**src/rtl/shift_seq_ctrl.sv**
```systemverilog
// shift_seq_ctrl: serialises parallel words onto a one-bit shift datapath.
// A word is accepted over valid/ready in IDLE and presented one bit per clock.
// A shift strobe and frame start/done pulses accompany the bits, and an idle
// gap of GAP_CYCLES follows each frame. hold freezes the current bit.
// Optional build macro: SHIFT_SEQ_PARITY_EN appends an even-parity bit to each frame.
module shift_seq_ctrl #(
    parameter int DATA_W     = 8,
    parameter int GAP_CYCLES = 1,
    parameter int MSB_FIRST  = 1
) (
    input  logic                          clk,
    input  logic                          reset,
    input  logic                          in_valid,
    input  logic [DATA_W-1:0]             in_data,
    output logic                          in_ready,
    input  logic                          hold,
    output logic                          serial_out,
    output logic                          shift_en,
    output logic                          frame_start,
    output logic                          frame_done,
    output logic                          busy,
    output logic [$clog2(DATA_W+1)-1:0]   bit_idx
);

    localparam int IDX_W    = $clog2(DATA_W + 1);
    localparam int GAP_LOAD = (GAP_CYCLES > 0) ? (GAP_CYCLES - 1) : 0;
    localparam int GAP_W    = (GAP_LOAD > 0) ? $clog2(GAP_LOAD + 1) : 1;

`ifdef SHIFT_SEQ_PARITY_EN
    // The parity bit occupies index DATA_W, one past the last data bit.
    localparam logic [IDX_W-1:0] LAST_IDX = IDX_W'(DATA_W);
`else
    localparam logic [IDX_W-1:0] LAST_IDX = IDX_W'(DATA_W - 1);
`endif

    localparam logic [1:0] ST_IDLE  = 2'd0;
    localparam logic [1:0] ST_SHIFT = 2'd1;
    localparam logic [1:0] ST_GAP   = 2'd2;

`ifdef SHIFT_SEQ_PARITY_EN
    // Even parity: XOR of all bits of the word.
    function automatic logic even_parity(input logic [DATA_W-1:0] w);
        return ^w;
    endfunction
`endif

    // Bit presented at frame index k for word w, honouring the configured bit order.
    function automatic logic pick_bit(input logic [DATA_W-1:0] w, input logic [IDX_W-1:0] k);
        logic [DATA_W-1:0] t;
        if (MSB_FIRST != 0) begin
            t = w >> (IDX_W'(DATA_W - 1) - k);
        end else begin
            t = w >> k;
        end
`ifdef SHIFT_SEQ_PARITY_EN
        if (k == LAST_IDX) begin
            t[0] = even_parity(w);
        end else begin
            t[0] = t[0];
        end
`endif
        return t[0];
    endfunction

    logic [1:0]        state_q, state_d;
    logic [DATA_W-1:0] shadow_q, shadow_d;
    logic [IDX_W-1:0]  idx_q, idx_d;
    logic [GAP_W-1:0]  gap_q, gap_d;
    logic              ready_q, ready_d;
    logic              serial_q, serial_d;
    logic              shift_en_q, shift_en_d;
    logic              start_q, start_d;
    logic              done_q, done_d;
    logic              busy_q, busy_d;

    // Next-state and next-output computation for the IDLE/SHIFT/GAP sequencer.
    always_comb begin
        state_d    = state_q;
        shadow_d   = shadow_q;
        idx_d      = idx_q;
        gap_d      = gap_q;
        ready_d    = ready_q;
        serial_d   = serial_q;
        shift_en_d = 1'b0;
        start_d    = 1'b0;
        done_d     = 1'b0;
        busy_d     = busy_q;
        case (state_q)
            ST_IDLE: begin
                serial_d = 1'b0;
                idx_d    = {IDX_W{1'b0}};
                if (in_valid) begin
                    shadow_d   = in_data;
                    state_d    = ST_SHIFT;
                    serial_d   = pick_bit(in_data, {IDX_W{1'b0}});
                    shift_en_d = 1'b1;
                    start_d    = 1'b1;
                    busy_d     = 1'b1;
                    ready_d    = 1'b0;
                end else begin
                    ready_d = 1'b1;
                    busy_d  = 1'b0;
                end
            end
            ST_SHIFT: begin
                if (hold) begin
                    // Freeze: bit and index stay, no strobe, no repeated pulses.
                    serial_d = serial_q;
                    idx_d    = idx_q;
                end else if (idx_q == LAST_IDX) begin
                    serial_d = 1'b0;
                    idx_d    = {IDX_W{1'b0}};
                    if (GAP_CYCLES == 0) begin
                        state_d = ST_IDLE;
                        ready_d = 1'b1;
                        busy_d  = 1'b0;
                    end else begin
                        state_d = ST_GAP;
                        gap_d   = GAP_W'(GAP_LOAD);
                    end
                end else begin
                    // Counter only advances below LAST_IDX, so it saturates there.
                    idx_d      = idx_q + 1'b1;
                    serial_d   = pick_bit(shadow_q, idx_q + 1'b1);
                    shift_en_d = 1'b1;
                    done_d     = ((idx_q + 1'b1) == LAST_IDX);
                end
            end
            ST_GAP: begin
                serial_d = 1'b0;
                if (gap_q == {GAP_W{1'b0}}) begin
                    state_d = ST_IDLE;
                    ready_d = 1'b1;
                    busy_d  = 1'b0;
                end else begin
                    gap_d = gap_q - 1'b1;
                end
            end
            default: begin
                state_d  = ST_IDLE;
                shadow_d = {DATA_W{1'b0}};
                idx_d    = {IDX_W{1'b0}};
                gap_d    = {GAP_W{1'b0}};
                ready_d  = 1'b1;
                serial_d = 1'b0;
                busy_d   = 1'b0;
            end
        endcase
    end

    // State and output registers with synchronous active-high reset.
    always_ff @(posedge clk) begin
        if (reset) begin
            state_q    <= ST_IDLE;
            shadow_q   <= {DATA_W{1'b0}};
            idx_q      <= {IDX_W{1'b0}};
            gap_q      <= {GAP_W{1'b0}};
            ready_q    <= 1'b1;
            serial_q   <= 1'b0;
            shift_en_q <= 1'b0;
            start_q    <= 1'b0;
            done_q     <= 1'b0;
            busy_q     <= 1'b0;
        end else begin
            state_q    <= state_d;
            shadow_q   <= shadow_d;
            idx_q      <= idx_d;
            gap_q      <= gap_d;
            ready_q    <= ready_d;
            serial_q   <= serial_d;
            shift_en_q <= shift_en_d;
            start_q    <= start_d;
            done_q     <= done_d;
            busy_q     <= busy_d;
        end
    end

    assign in_ready    = ready_q;
    assign serial_out  = serial_q;
    assign shift_en    = shift_en_q;
    assign frame_start = start_q;
    assign frame_done  = done_q;
    assign busy        = busy_q;
    assign bit_idx     = idx_q;

endmodule

```
**config.mk**
```make
export PLATFORM = sky130hd
export DESIGN_NAME = shift_seq_ctrl
export DESIGN_NICKNAME = d
export VERILOG_FILES = /design/src/rtl/shift_seq_ctrl.sv
export SDC_FILE = /design/constraint.sdc
export NUM_CORES = 1
export LEC_CHECK = 0
export ABC_AREA = 1
export CORE_MARGIN = 2
export CORE_UTILIZATION = 30
export CTS_CLUSTER_DIAMETER = 40
export CTS_CLUSTER_SIZE = 24
export DETAILED_ROUTE_END_ITERATION = 10
export GPL_TIMING_DRIVEN = 1
export PLACE_DENSITY = 0.64
export SYNTH_ARGS = -nofsm -noshare
export SYNTH_HDL_FRONTEND = slang
export SYNTH_SLANG_ARGS = --single-unit
export TNS_END_PERCENT = 5
```
**constraint.sdc**
```tcl
create_clock -name clk -period 1.5 [get_ports clk]
set_input_delay 0.225 -clock clk [delete_from_list [all_inputs] [get_ports clk]]
set_output_delay 0.225 -clock clk [all_outputs]
set_load 0.02 [all_outputs]
```
**Word-level counts from Yosys, hierarchy flattened**

Index checks and enable logic that the tools add are counted.

- Bits in registers: 21
- Bits of input ports: 12

- Equal/unequal tests: 8
- Multiplexer cells: 27
- Reduce and logical (&&, ||, !) cells: 9
- Bitwise logic cells: 4
- $add $sub $neg: 3
- Shift-type cells: 1

Operator list:

| cell | count |
|---|---|
| $pmux 8 s2 | 1 |
| $mux 1 | 12 |
| $pmux 1 s3 | 3 |
| $eq 4x3->1 const B | 2 |
| $mux 2 | 4 |
| $mux 4 | 2 |
| $mux 8 | 1 |
| $ne 2x2->1 const B | 4 |
| $pmux 4 s2 | 1 |
| $shr 8x4->1 | 1 |
| $pmux 2 s3 | 1 |
| $reduce_and 2->1 | 3 |
| $add 4x1->4 const B | 1 |
| $not 1->1 | 4 |
| $pmux 1 s2 | 2 |
| $reduce_and 4->1 | 1 |
| $reduce_or 2->1 | 2 |
| $reduce_or 4->1 | 1 |
| $sub 3x4->4 const A | 1 |
| $reduce_and 3->1 | 1 |
| $eq 2x1->1 const B | 1 |
| $eq 2x2->1 const B | 1 |
| $logic_not 2->1 | 1 |
| $sub 1x1->1 const B | 1 |

**Longest topological paths before layout**

- Word-level depth: 6
- Depth in mapped cells: 10

**Worst setup path before layout**

No wires, ideal clock.

- Kind: register -> register
- From: register idx_q[1], in the netlist bit_idx[1]
- To: register state_q[0]
- Period minus slack after synthesis: 1371 ps
- Data required time: 1374 ps
- Stages on the path, launching flop included: 7
- Arrival: 1245 ps
- Path buffers: 0
- Slack: 129 ps
- Path through: dfxtp_1 -> ha_1 -> nand3_1 -> nand2_1 -> o211ai_1 -> o21ai_0 -> a21oi_1

- Cells in the longest elaborated chain, start to end: 3

RTL lines:

| what | RTL line | RTL |
|---|---|---|
| start: declaration | 67 | `logic [IDX_W-1:0] idx_q, idx_d;` |
| start signal: assignment | 156 | `idx_q <= {IDX_W{1'b0}};` |
| start signal: assignment | 167 | `idx_q <= idx_d;` |
| $eq 4x3->1 | 110 | `end else if (idx_q == LAST_IDX) begin` |
| $ne 2x2->1 (no source line) | - |  |
| $reduce_and 4->1 (no source line) | - |  |
| end signal: assignment | 165 | `state_q <= state_d;` |
| end: declaration | 65 | `logic [1:0] state_q, state_d;` |

Every way passes these cells.
A chain may end at the register's enable or synchronous reset.

**Final worst setup path**

- From: register shift_en_q, in the netlist shift_en
- To: output port shift_en

RTL lines:

| what | RTL line | RTL |
|---|---|---|
| start: declaration | 71 | `logic shift_en_q, shift_en_d;` |
| start signal: assignment | 171 | `shift_en_q <= shift_en_d;` |
| end: declaration | 18 | `output logic shift_en,` |

No word-level cell between the ends.

==> flow_summary.rst <==
.. list-table::
   :header-rows: 1

   * - Metric
     - Value
   * - Highest achievable clock rate
     - 0.6927 GHz
   * - Worst Hold Launch
     - busy
   * - Post-route total power
     - 2.127 mW
   * - CP endpoint kind
     - primary output
   * - Number of max-capacitance violations reported
     - 0
   * - Final Instance Count excl. Fillers
     - 187
   * - Total number of yosys warnings
     - 0
   * - Worst hold path depth
     - 2
   * - RD Place Congestion
     - 0.7964
   * - Met2 layer usage reported by global route
     - 18.79%
   * - Largest net degree at the start of global routing
     - 15
   * - Clk pin slew, worst setup/hold paths
     - 110 ps
   * - Signed area change from the synthesized netlist to the final layout
     - 33.20%
   * - R2R cell count
     - 6
   * - Wire length of the first global-routing pass
     - 3.249 mm
   * - Worst Setup Start Kind
     - flip-flop
   * - Relative max-transition margin
     - 75.96%
   * - Synthesized flop and latch total
     - 20
   * - Die span in x
     - 59.93 um
   * - Remaining antenna violation count after routing
     - 0
   * - Violation count after the first detailed-route iteration
     - 34
   * - Slew at the pin closest to its max-slew limit
     - 359.1 ps
   * - Most common cell after layout, fill and taps aside
     - sky130_fd_sc_hd__nand2_1
   * - Final Instance Area
     - 1250 um2
   * - Post-route core utilization
     - 41.63%
   * - Hold crit path type
     - reg2reg
   * - Synthesized net count
     - 146
   * - Hold Path End
     - busy
   * - Initial antenna violation count
     - 0
   * - Unique masters post-synth
     - 21
   * - Leakage power
     - 0.5867 nW
   * - Reg2reg start
     - bit_idx[1]
   * - Initial core utilization
     - 31.25%
   * - Global router's overall resource usage
     - 11.91%
   * - Highest-count cells in the layout ignoring fill and taps
     - 42 x sky130_fd_sc_hd__nand2_1, 19 x sky130_fd_sc_hd__dfxtp_1, 13 x sky130_fd_sc_hd__a21oi_1, 13 x sky130_fd_sc_hd__clkdlybuf4s50_1, 12 x sky130_fd_sc_hd__inv_1
   * - Count of buffer and inverter cells on the critical path
     - 1
   * - CTS tree
     - yes
   * - Met3 layer usage reported by global route
     - 4.329%
   * - Root cell of the clock tree
     - sky130_fd_sc_hd__clkbuf_4
   * - WP data arrival
     - 1220 ps
   * - Remaining Overflow, GRT
     - 0
   * - Drt total wl
     - 1.946 mm
   * - Largest delay share family, worst path
     - buffers and inverters
   * - Layer carrying the most global-route usage
     - met2
   * - Total Nets Final
     - 173
   * - Pre-Repair DR Iteration Count
     - 4
   * - Maximum ir drop on the vdd rail
     - 1.113 mV
   * - Worst-path cell chain
     - clkdlybuf4s50_1
   * - Placement Cell Area
     - 1194 um2
   * - Vias in the first global route
     - 785
   * - CTS HTree Levels
     - 1
   * - Largest clock skew in the final design
     - 5.187 ps
   * - Placement-stage worst setup slack
     - -9.874 ps
   * - CTS buffer count
     - 3
   * - Resized Gates After CTS
     - 5
   * - Area inside the core boundary
     - 3003 um2
   * - Clock net sink count
     - 20
   * - Vias/cell
     - 4.759
   * - Post-route worst setup slack
     - 56.39 ps
   * - Power per cell area
     - 1702 nW/um2
   * - Post-Syn Area
     - 938.4 um2
   * - Pins Over Slew Limit
     - 0
   * - Via count
     - 890
   * - Worst endpoint required time
     - 1270 ps
   * - Instance count of the mapped netlist
     - 128
   * - Ratio of cells with drive above 1 in the final layout
     - 11.04%
   * - Final setup vio count
     - 0
   * - Post-route worst hold slack
     - 461.6 ps
   * - Placed wire-length estimate after detailed placement
     - 1.544 mm
   * - Minimum clock period
     - 1444 ps
   * - Total Die Area
     - 3592 um2
   * - Number of endpoints with negative hold slack in the final report
     - 0
   * - # DRC
     - 0
   * - Buffer levels on the longest clock path
     - 2
   * - Insertion delay to the later sink of the worst-skew pair
     - 300 ps
   * - Setup repair after global routing missed its margin
     - true
   * - Vertical die dimension
     - 59.93 um
   * - Setup Crit Path Kind
     - reg2out
   * - Largest driver fanout on the critical path
     - 1
   * - Register cell area after layout
     - 401.6 um2
   * - Area used by multi-input combinational logic
     - 476.7 um2
   * - Max stage delay on crit path
     - 590 ps
   * - Hold buffer count at cts
     - 0
   * - WL per Instance
     - 10.41 um
   * - Sequential element share of the synthesized area
     - 42.67%
   * - Total number of placement rows
     - 20
   * - Total of fill cells in the finished design
     - 306
   * - Number of antenna diodes
     - 0
   * - Number of post-CTS setup repair buffers
     - 0
   * - Cell type of the slowest stage on the worst timing path
     - sky130_fd_sc_hd__clkdlybuf4s50_1
   * - Portion of the clock cycle consumed by the worst path in the final layout
     - 96.24%
   * - Register-to-register setup slack
     - 70 ps
   * - Total I/O pin count
     - 22
   * - Total placed cells including tap cells
     - 183
   * - Post-Synthesis Mean Instance Area
     - 7.331 um2
   * - Setup_tns
     - 0 ps
   * - Met1 demand-to-capacity share in global routing
     - 15.46%
   * - Worst reg2reg path endpoint
     - state_q[0]
   * - Count of buffers from port buffering
     - 21
   * - Outcome
     - complete, no violations
-- how the worst max path moves through the flow --
stage / start / to / depth (start not counted)
detailed placement: hold / bit_idx[0] / 8
global route: state_q[0] / state_q[1] / 6
global placement: hold / bit_idx[0] / 8
floorplan: bit_idx[1] / state_q[0] / 6
CTS: serial_out / serial_out / 1
finish: shift_en / shift_en / 1
-- layout make-up --
class	count	share of cell area, %
Multi-Input combinational cell	91	38.14
Sequential cell	20	32.13
Timing Repair Buffer	24	19.02
Inverter	15	4.505
Tap cell	33	3.303
Clock buffer	4	2.903
-- registers in the layout, indices dropped and copies added (netlist names) --
name         count
bit_idx          4
busy             1
in_ready         1
shift_en         1
shadow_q         8
serial_out       1
state_q          2
frame_start      1
frame_done       1
-- per-layer routing --
| metal | share of wire, % | vias to the layer above | wire [um] |
|---|---|---|---|
| met3 | 5.1 | 2 | 100 |
| met1 | 49 | 401 | 953 |
| met2 | 45 | 20 | 880 |
| met4 | 0.62 | 0 | 12 |
| li1 | - | 467 | - |
| met5 | 0 | - | 0 |
-- power by group --
group | total, mW | leakage [nW] | switching, mW | internal, mW
Clock | 0.312 | 0.0210 | 0.164 | 0.148
Sequential | 0.738 | 0.164 | 0.0756 | 0.662
Combinational | 1.08 | 0.402 | 0.666 | 0.411
-- cells by family after synthesis --
group / after synthesis / synth area share (%)
AND/OR/NAND/NOR: 61 / 26.67
AO/OA/AOI/OAI: 23 / 13.73
flip-flops: 20 / 42.67
buffers and inverters: 17 / 8.001
adder cells (fa/ha/maj): 6 / 8.000
XOR/XNOR: 1 / 0.9335
-- synthesized netlist by cell type (all sizes together) --
master | number | area share, %
a211oi | 1 | 0.80
ha | 6 | 8.0
xor2 | 1 | 0.93
nor4 | 1 | 0.67
o21ai | 5 | 2.7
nor2 | 7 | 3.1
nand3 | 9 | 4.8
inv | 15 | 6.0
o31ai | 1 | 0.80
o211ai | 2 | 1.6
a21oi | 14 | 7.9
nand4 | 1 | 0.67
buf | 2 | 2.0
nand2 | 43 | 17
dfxtp | 20 | 43
No activity file was read; power rests on OpenSTA's default activity.
